<file path="src/rtl/srl_len_sequencer_pkg.sv">
// Shared types and sizing helpers for the delay-line length sequencer.
package srl_pkg;

    typedef enum logic [1:0] {
        RUN    = 2'd0,
        SWITCH = 2'd1,
        FLUSH  = 2'd2
    } srl_state_t;

    localparam int LEN_W = 32;

    function automatic int fill_w(input int depth);
        return $clog2(depth + 1);
    endfunction

endpackage

</file>
<file path="src/rtl/srl_len_sequencer_if.sv">
// Bus bundle between the sequencer and its environment (upstream source and delay line).
interface srl_len_sequencer_if #(
    parameter int WIDTH = 1,
    parameter int DEPTH = 130
);
    import srl_pkg::*;

    logic                          in_valid;
    logic [WIDTH-1:0]              in_data;
    logic                          flush;
    logic                          len_req_valid;
    logic [LEN_W-1:0]              len_req;
    logic                          len_req_ready;
    logic                          len_err;
    logic [WIDTH-1:0]              sr_i;
    logic [LEN_W-1:0]              sr_l;
    logic                          sr_r;
    logic                          out_valid;
    logic [fill_w(DEPTH)-1:0]      fill_level;

    modport master (
        output in_valid, in_data, flush, len_req_valid, len_req,
        input  len_req_ready, len_err, sr_i, sr_l, sr_r, out_valid, fill_level
    );

    modport slave (
        input  in_valid, in_data, flush, len_req_valid, len_req,
        output len_req_ready, len_err, sr_i, sr_l, sr_r, out_valid, fill_level
    );

endinterface

</file>
<file path="src/rtl/srl_len_sequencer_valid_shadow.sv">
// Shadow valid-bit line tracking which delay-line positions hold real samples, plus occupancy count.
module srl_valid_shadow
    import srl_pkg::*;
#(
    parameter  int DEPTH  = 130,
    localparam int TAP_W  = $clog2(DEPTH),
    localparam int FILL_W = fill_w(DEPTH)
) (
    input  logic              clk,
    input  logic              r,
    input  logic              clr,
    input  logic              push,
    input  logic [TAP_W-1:0]  tap,
    output logic              tap_bit,
    output logic [FILL_W-1:0] fill_level
);

    localparam logic [FILL_W-1:0] FILL_MAX  = FILL_W'(DEPTH);
    localparam logic [FILL_W-1:0] FILL_ONE  = FILL_W'(1);
    localparam logic [FILL_W-1:0] FILL_ZERO = FILL_W'(0);

    logic [DEPTH-1:0]  vbits_q, vbits_d;
    logic [FILL_W-1:0] fill_q, fill_d;
    logic              drop_s;

    assign drop_s     = vbits_q[DEPTH-1];
    assign tap_bit    = vbits_q[tap];
    assign fill_level = fill_q;

    // Next shadow contents and occupancy; a push and a drop in the same cycle cancel out.
    always_comb begin
        vbits_d = {vbits_q[DEPTH-2:0], push};
        fill_d  = fill_q;
        if (clr) begin
            vbits_d = {DEPTH{1'b0}};
            fill_d  = FILL_ZERO;
        end else if (push && !drop_s) begin
            fill_d = (fill_q == FILL_MAX) ? fill_q : (fill_q + FILL_ONE);
        end else if (!push && drop_s) begin
            fill_d = (fill_q == FILL_ZERO) ? fill_q : (fill_q - FILL_ONE);
        end else begin
            fill_d = fill_q;
        end
    end

    // Shadow state registers.
    always_ff @(posedge clk) begin
        if (r) begin
            vbits_q <= {DEPTH{1'b0}};
            fill_q  <= FILL_ZERO;
        end else begin
            vbits_q <= vbits_d;
            fill_q  <= fill_d;
        end
    end

endmodule

</file>
<file path="src/rtl/srl_len_sequencer.sv">
// Upstream controller for a variable-length resettable delay line: length handshake, flush, valid shadow.
// Optional SRL_LEN_CLAMP_EN: out-of-range length requests are clamped to DEPTH-1 instead of ignored.
module srl_len_sequencer
    import srl_pkg::*;
#(
    parameter int WIDTH    = 1,
    parameter int DEPTH    = 130,
    parameter int INIT_LEN = 129
) (
    input  logic                clk,
    input  logic                r,
    srl_len_sequencer_if.slave  bus
);

    localparam int TAP_W  = $clog2(DEPTH);
    localparam int FILL_W = fill_w(DEPTH);
    localparam logic [LEN_W-1:0] DEPTH_L = LEN_W'(DEPTH);
    localparam logic [LEN_W-1:0] INIT_L  = LEN_W'(INIT_LEN);
`ifdef SRL_LEN_CLAMP_EN
    localparam logic [LEN_W-1:0] MAX_L   = LEN_W'(DEPTH - 1);
`endif

    srl_state_t        state_q, state_d;
    logic [WIDTH-1:0]  sr_i_q, sr_i_d;
    logic [LEN_W-1:0]  sr_l_q, sr_l_d;
    logic              sr_r_q, sr_r_d;
    logic              len_err_q, len_err_d;
    logic              flush_go_s;
    logic              legal_s;
    logic              push_s;
    logic              tap_bit_s;
    logic [FILL_W-1:0] fill_s;

    assign legal_s = (bus.len_req < DEPTH_L);
    // The FLUSH-cycle sample is dropped because the line is held in reset while it arrives.
    assign push_s  = bus.in_valid && (state_q != FLUSH);

    // Next-state, length load and delay-line drive decisions.
    always_comb begin
        state_d    = state_q;
        sr_i_d     = bus.in_valid ? bus.in_data : {WIDTH{1'b0}};
        sr_l_d     = sr_l_q;
        sr_r_d     = 1'b0;
        len_err_d  = 1'b0;
        flush_go_s = 1'b0;
        case (state_q)
            RUN: begin
                if (bus.flush) begin
                    state_d    = FLUSH;
                    sr_r_d     = 1'b1;
                    flush_go_s = 1'b1;
                end else if (bus.len_req_valid) begin
                    if (legal_s) begin
                        sr_l_d  = bus.len_req;
                        state_d = SWITCH;
                    end else begin
                        len_err_d = 1'b1;
`ifdef SRL_LEN_CLAMP_EN
                        sr_l_d    = MAX_L;
                        state_d   = SWITCH;
`else
                        state_d   = RUN;
`endif
                    end
                end else begin
                    state_d = RUN;
                end
            end
            SWITCH:  state_d = RUN;
            FLUSH:   state_d = RUN;
            default: state_d = RUN;
        endcase
    end

    // Control FSM and delay-line output registers.
    always_ff @(posedge clk) begin
        if (r) begin
            state_q   <= RUN;
            sr_i_q    <= {WIDTH{1'b0}};
            sr_l_q    <= INIT_L;
            sr_r_q    <= 1'b1;
            len_err_q <= 1'b0;
        end else begin
            state_q   <= state_d;
            sr_i_q    <= sr_i_d;
            sr_l_q    <= sr_l_d;
            sr_r_q    <= sr_r_d;
            len_err_q <= len_err_d;
        end
    end

    srl_valid_shadow #(.DEPTH(DEPTH)) u_shadow (
        .clk        (clk),
        .r          (r),
        .clr        (flush_go_s),
        .push       (push_s),
        .tap        (sr_l_q[TAP_W-1:0]),
        .tap_bit    (tap_bit_s),
        .fill_level (fill_s)
    );

    // A same-cycle flush takes precedence, so the request is held off rather than lost.
    assign bus.len_req_ready = (state_q == RUN) && !bus.flush;
    assign bus.len_err       = len_err_q;
    assign bus.sr_i          = sr_i_q;
    assign bus.sr_l          = sr_l_q;
    assign bus.sr_r          = sr_r_q;
    assign bus.out_valid     = tap_bit_s && (state_q != SWITCH) && !sr_r_q;
    assign bus.fill_level    = fill_s;

endmodule
</file>
<file path="src/flat_wrapper.sv">
// flat-port wrapper written by rule: the top's interface ports become plain ports
module srl_len_sequencer_flat import srl_pkg::*;
#(
    parameter int WIDTH    = 1,
    parameter int DEPTH    = 130,
    parameter int INIT_LEN = 129
)
  (clk, r, bus_in_valid, bus_in_data, bus_flush, bus_len_req_valid, bus_len_req, bus_len_req_ready, bus_len_err, bus_sr_i, bus_sr_l, bus_sr_r, bus_out_valid, bus_fill_level);
  srl_len_sequencer_if #(.WIDTH(WIDTH), .DEPTH(DEPTH)) bus_i ();
  input  logic clk;
  input  logic r;
  input wire logic [$bits(bus_i.in_valid)-1:0] bus_in_valid;
  input wire logic [$bits(bus_i.in_data)-1:0] bus_in_data;
  input wire logic [$bits(bus_i.flush)-1:0] bus_flush;
  input wire logic [$bits(bus_i.len_req_valid)-1:0] bus_len_req_valid;
  input wire logic [$bits(bus_i.len_req)-1:0] bus_len_req;
  output wire logic [$bits(bus_i.len_req_ready)-1:0] bus_len_req_ready;
  output wire logic [$bits(bus_i.len_err)-1:0] bus_len_err;
  output wire logic [$bits(bus_i.sr_i)-1:0] bus_sr_i;
  output wire logic [$bits(bus_i.sr_l)-1:0] bus_sr_l;
  output wire logic [$bits(bus_i.sr_r)-1:0] bus_sr_r;
  output wire logic [$bits(bus_i.out_valid)-1:0] bus_out_valid;
  output wire logic [$bits(bus_i.fill_level)-1:0] bus_fill_level;
  assign bus_i.in_valid = bus_in_valid;
  assign bus_i.in_data = bus_in_data;
  assign bus_i.flush = bus_flush;
  assign bus_i.len_req_valid = bus_len_req_valid;
  assign bus_i.len_req = bus_len_req;
  assign bus_len_req_ready = bus_i.len_req_ready;
  assign bus_len_err = bus_i.len_err;
  assign bus_sr_i = bus_i.sr_i;
  assign bus_sr_l = bus_i.sr_l;
  assign bus_sr_r = bus_i.sr_r;
  assign bus_out_valid = bus_i.out_valid;
  assign bus_fill_level = bus_i.fill_level;
  srl_len_sequencer #(.WIDTH(WIDTH), .DEPTH(DEPTH), .INIT_LEN(INIT_LEN)) u_core (.clk(clk), .r(r), .bus(bus_i));
endmodule
</file>
<file path="config.mk">
export PLATFORM = sky130hd
export DESIGN_NAME = srl_len_sequencer_flat
export DESIGN_NICKNAME = d
export VERILOG_FILES = /design/src/rtl/srl_len_sequencer_pkg.sv /design/src/rtl/srl_len_sequencer_if.sv /design/src/rtl/srl_len_sequencer_valid_shadow.sv /design/src/rtl/srl_len_sequencer.sv /design/src/flat_wrapper.sv
export SDC_FILE = /design/constraint.sdc
export NUM_CORES = 1
export LEC_CHECK = 0
export ABC_AREA = 0
export CORE_UTILIZATION = 46
export CTS_BUF_LIST = sky130_fd_sc_hd__clkbuf_4 sky130_fd_sc_hd__clkbuf_8 sky130_fd_sc_hd__clkbuf_16
export DETAILED_ROUTE_END_ITERATION = 8
export GPL_ROUTABILITY_DRIVEN = 0
export PLACE_DENSITY = 0.75
export REMOVE_ABC_BUFFERS = 1
export SYNTH_ARGS = -nofsm -noshare
export SYNTH_HDL_FRONTEND = slang
export SYNTH_SLANG_ARGS = --single-unit
export TNS_END_PERCENT = 20
</file>
<file path="constraint.sdc">
create_clock -name clk -period 3.05 [get_ports clk]
set_input_delay 0.61 -clock clk [delete_from_list [all_inputs] [get_ports clk]]
set_output_delay 0.61 -clock clk [all_outputs]
set_load 0.01 [all_outputs]
</file>
==> results.py <==
metrics = {
    "critical_path": {
        "path_buf_inv": 3,
        "worst_ep_arrival_time_ns": 2.37,
        "cp_max_fo": 20,
        "slowest_stage": "dfxtp_4",
        "cp-end-kind": "primary output",
        "max_stage_delay_ns": 0.39,
        "startpoint_type": "flip-flop",
        "path_class": "reg2out",
        "cpLargestDelayFamily": "compound AO/OA/AOI/OAI gates",
        "required_ns": 2.44,
        "cp_cell_sequence": "buf_12 -> buf_4 -> nor4_4 -> nand4_1 -> a221o_1 -> a31oi_1 -> buf_2",
    },
    "yosys": {
        "synth_edf_count": 0,
        "ys_seq_elements": 175,
        "ys.flop_type": "dfxtp_1",
        "synth_area_mm2": 0.006430,
        "syn_inst": 577,
        "syn_area_per_cell_um2": 11.14,
        "async_flop_share": 0,
        "ys_seq_area_frac": 0.5449,
        "ys.warnings.count": 0,
        "yosys.cell_types.count": 54,
    },
    "clock_tree": {
        "cts_hold_buffers": 0,
        "cts_root_buf": "clkbuf_16",
        "cts_max_path_buffers": 2,
        "cts_tree": "done",
        "cts_buffers": 17,
        "cts_sinks": 175,
        "clkTransAtPathRegs_ns": 0.07,
        "h-tree-depth": 4,
        "insertion_delay_ns": 0.43,
    },
    "floorplan": {
        "dieArea_mm2": 0.01446,
        "initial_core_util": 0.4780,
        "core-area_mm2": 0.01345,
        "ios": 83,
        "fp.dieW_um": 120.2,
        "num_rows": 42,
        "die_y_um": 120.2,
    },
    "grt": {
        "grt_antenna_before_repair": 0,
        "grt-ovfl-total": 0,
        "grt_max_degree": 131,
        "grt_pass1_vias": 4613,
        "grt_pass1_wl_um": 22070,
        "track_usage": 0.1942,
    },
    "power_and_ir_drop": {
        "powerDensity_mw_per_mm2": 578.6,
        "finalPower_mw": 4.866,
        "vdd_ir_drop_max_v": 0.0004926,
        "p_leak_nw": 3.231,
    },
    "job": {
        "maxCapViolations": 0,
    },
    "timing": {
        "setup_tns_ns": 0,
        "hold_viol_final": 0,
        "finalCritPeriodShare": 0.9765,
        "slew_headroom": 0.3450,
        "setup_viol": 0,
        "fmax_ghz": 0.3358,
        "period_needed_ns": 2.978,
        "maxSlewViolCount": 0,
        "clock_skew_ns": 0.007720,
        "finalWorstSetupSlack_ns": 0.07169,
        "rsz0062_at_grt": "true",
        "tightest_slew_ns": 0.9789,
    },
    "route": {
        "vias": 4390,
        "wl_per_cell_um": 15.01,
        "drc": 0,
        "viasPerCell": 5.011,
        "first_pass_iters": 4,
        "wirelength_um": 13150,
        "drtAntennaViolNets": 0,
        "drtIter0Drc": 237,
    },
    "cells_and_area": {
        "nNetsFinal": 733,
        "syn_to_final_growth_pct": 30.78,
        "most-common-layout-cells": "dfxtp_1 (172), and2_1 (155), clkdlybuf4s50_1 (81)",
        "final_core_util": 0.6251,
        "stdcell_count": 876,
        "drive_above_1_share": 0.1657,
        "antennaDiodeCount": 0,
        "final_common_cell": "dfxtp_1",
    },
    "min_path": {
        "hold_class": "reg2reg",
    },
    "status": {
        "status": "complete, no violations",
    },
    "placed_design": {
        "pre_cts_ws_ns": -0.3184,
        "place.detailed.hpwl_um": 9054,
        "port_buffers": 82,
        "dp_cells": 841,
    },
}
## kinds of logic (layout without fill, tap and decap cells)
logic type | after synthesis | after routing | synth area share
xor+xnor | 5 | 5 | 0.006810
simple gates | 244 | 244 | 0.2249
mux | 54 | 54 | 0.1232
compound gates | 52 | 52 | 0.05760
fa+ha+maj | 8 | 8 | 0.01673
buf+inv | 39 | 162 | 0.02588
flops | 175 | 175 | 0.5449
## final cells by class
class                           count  area [um^2]
Fill cell                        1082         5044
Sequential cell                   175         3512
Multi-Input combinational cell    363         2823
Timing Repair Buffer              124         1197
Clock buffer                       17        425.4
Tap cell                          176        220.2
Clock inverter                     15        209.0
Inverter                            6        22.52
## repair_timing
action / in CTS / in global routing
buffers inserted: 3 / 0
pin swaps: 3 / 3
setup endpoints to repair: 1 / 2
resized for setup: 12 / 9
## synth_stat cells, types with 2 or more instances
master	number	area, um^2
nand3_1	11	55.05
nand3b_1	3	22.52
inv_1	5	18.77
nor2b_1	7	43.79
and3b_1	2	17.52
buf_2	10	50.05
ha_1	7	87.58
o211ai_1	2	15.01
xnor2_1	4	35.03
a31oi_1	2	12.51
a21o_1	2	15.01
o21ai_0	7	35.03
nand2_1	18	67.56
nor3_1	3	15.01
nand4_1	7	43.79
mux4_2	20	450.4
a22oi_1	9	67.56
a211o_1	2	17.52
dfxtp_1	175	3503
a311oi_1	2	17.52
clkbuf_1	21	78.83
and2_1	155	969.7
o21bai_1	2	15.01
or4_1	2	15.01
nor2_1	19	71.32
a21oi_1	14	70.07
mux2i_1	33	330.3
nor4_1	7	43.79
## routing by layer
| layer | track usage | vias up | wire length [um] |
|---|---|---|---|
| li1 | - | 2193 | - |
| met1 | 0.2463 | 2107 | 5927 |
| met2 | 0.3096 | 71 | 6547 |
| met3 | 0.05000 | 19 | 438 |
| met4 | 0.09105 | 0 | 235 |
| met5 | 0 | - | 0 |
## metrics by stage
step	area, um^2	hold slack [ns]
2_1_floorplan	6286	0.4241
3_3_place_gp	7696	0.4286
3_5_place_dp	7696	0.4385
4_1_cts	8378	0.4525
5_1_grt	8409	0.4640
6_report	8409	0.4485
## path summary, 6_finish.rpt
check / startpoint / endpoint / slack (ns) / cells after the start
hold / removal: u_core.u_shadow.vbits_q[30] / u_core.u_shadow.vbits_q[31] / 0.45 / 1
hold reg to reg: u_core.u_shadow.vbits_q[30] / u_core.u_shadow.vbits_q[31] / 0.45 / 1
setup / recovery: u_core.bus.sr_l[1] / bus_out_valid / 0.07 / 7
setup reg to reg: u_core.state_q[1] / u_core.u_shadow.fill_level[7] / 0.36 / 11
## state kept, by name, indices dropped and copies added, names as in the netlist
signal,cells
u_core.u_shadow.vbits_q,130
u_core.bus.sr_l,32
u_core.u_shadow.fill_level,8
u_core.state_q,2
u_core.bus.len_err,1
u_core.bus.sr_i,1
u_core.bus.sr_r,1
## power by group
part	internal [mW]	switching (mW)	leakage [nW]
Combinational	0.140	0.121	1.52
Clock	1.38	0.914	0.300
Sequential	2.29	0.0153	1.41
Note: power is estimated with default switching activity, not from simulation.
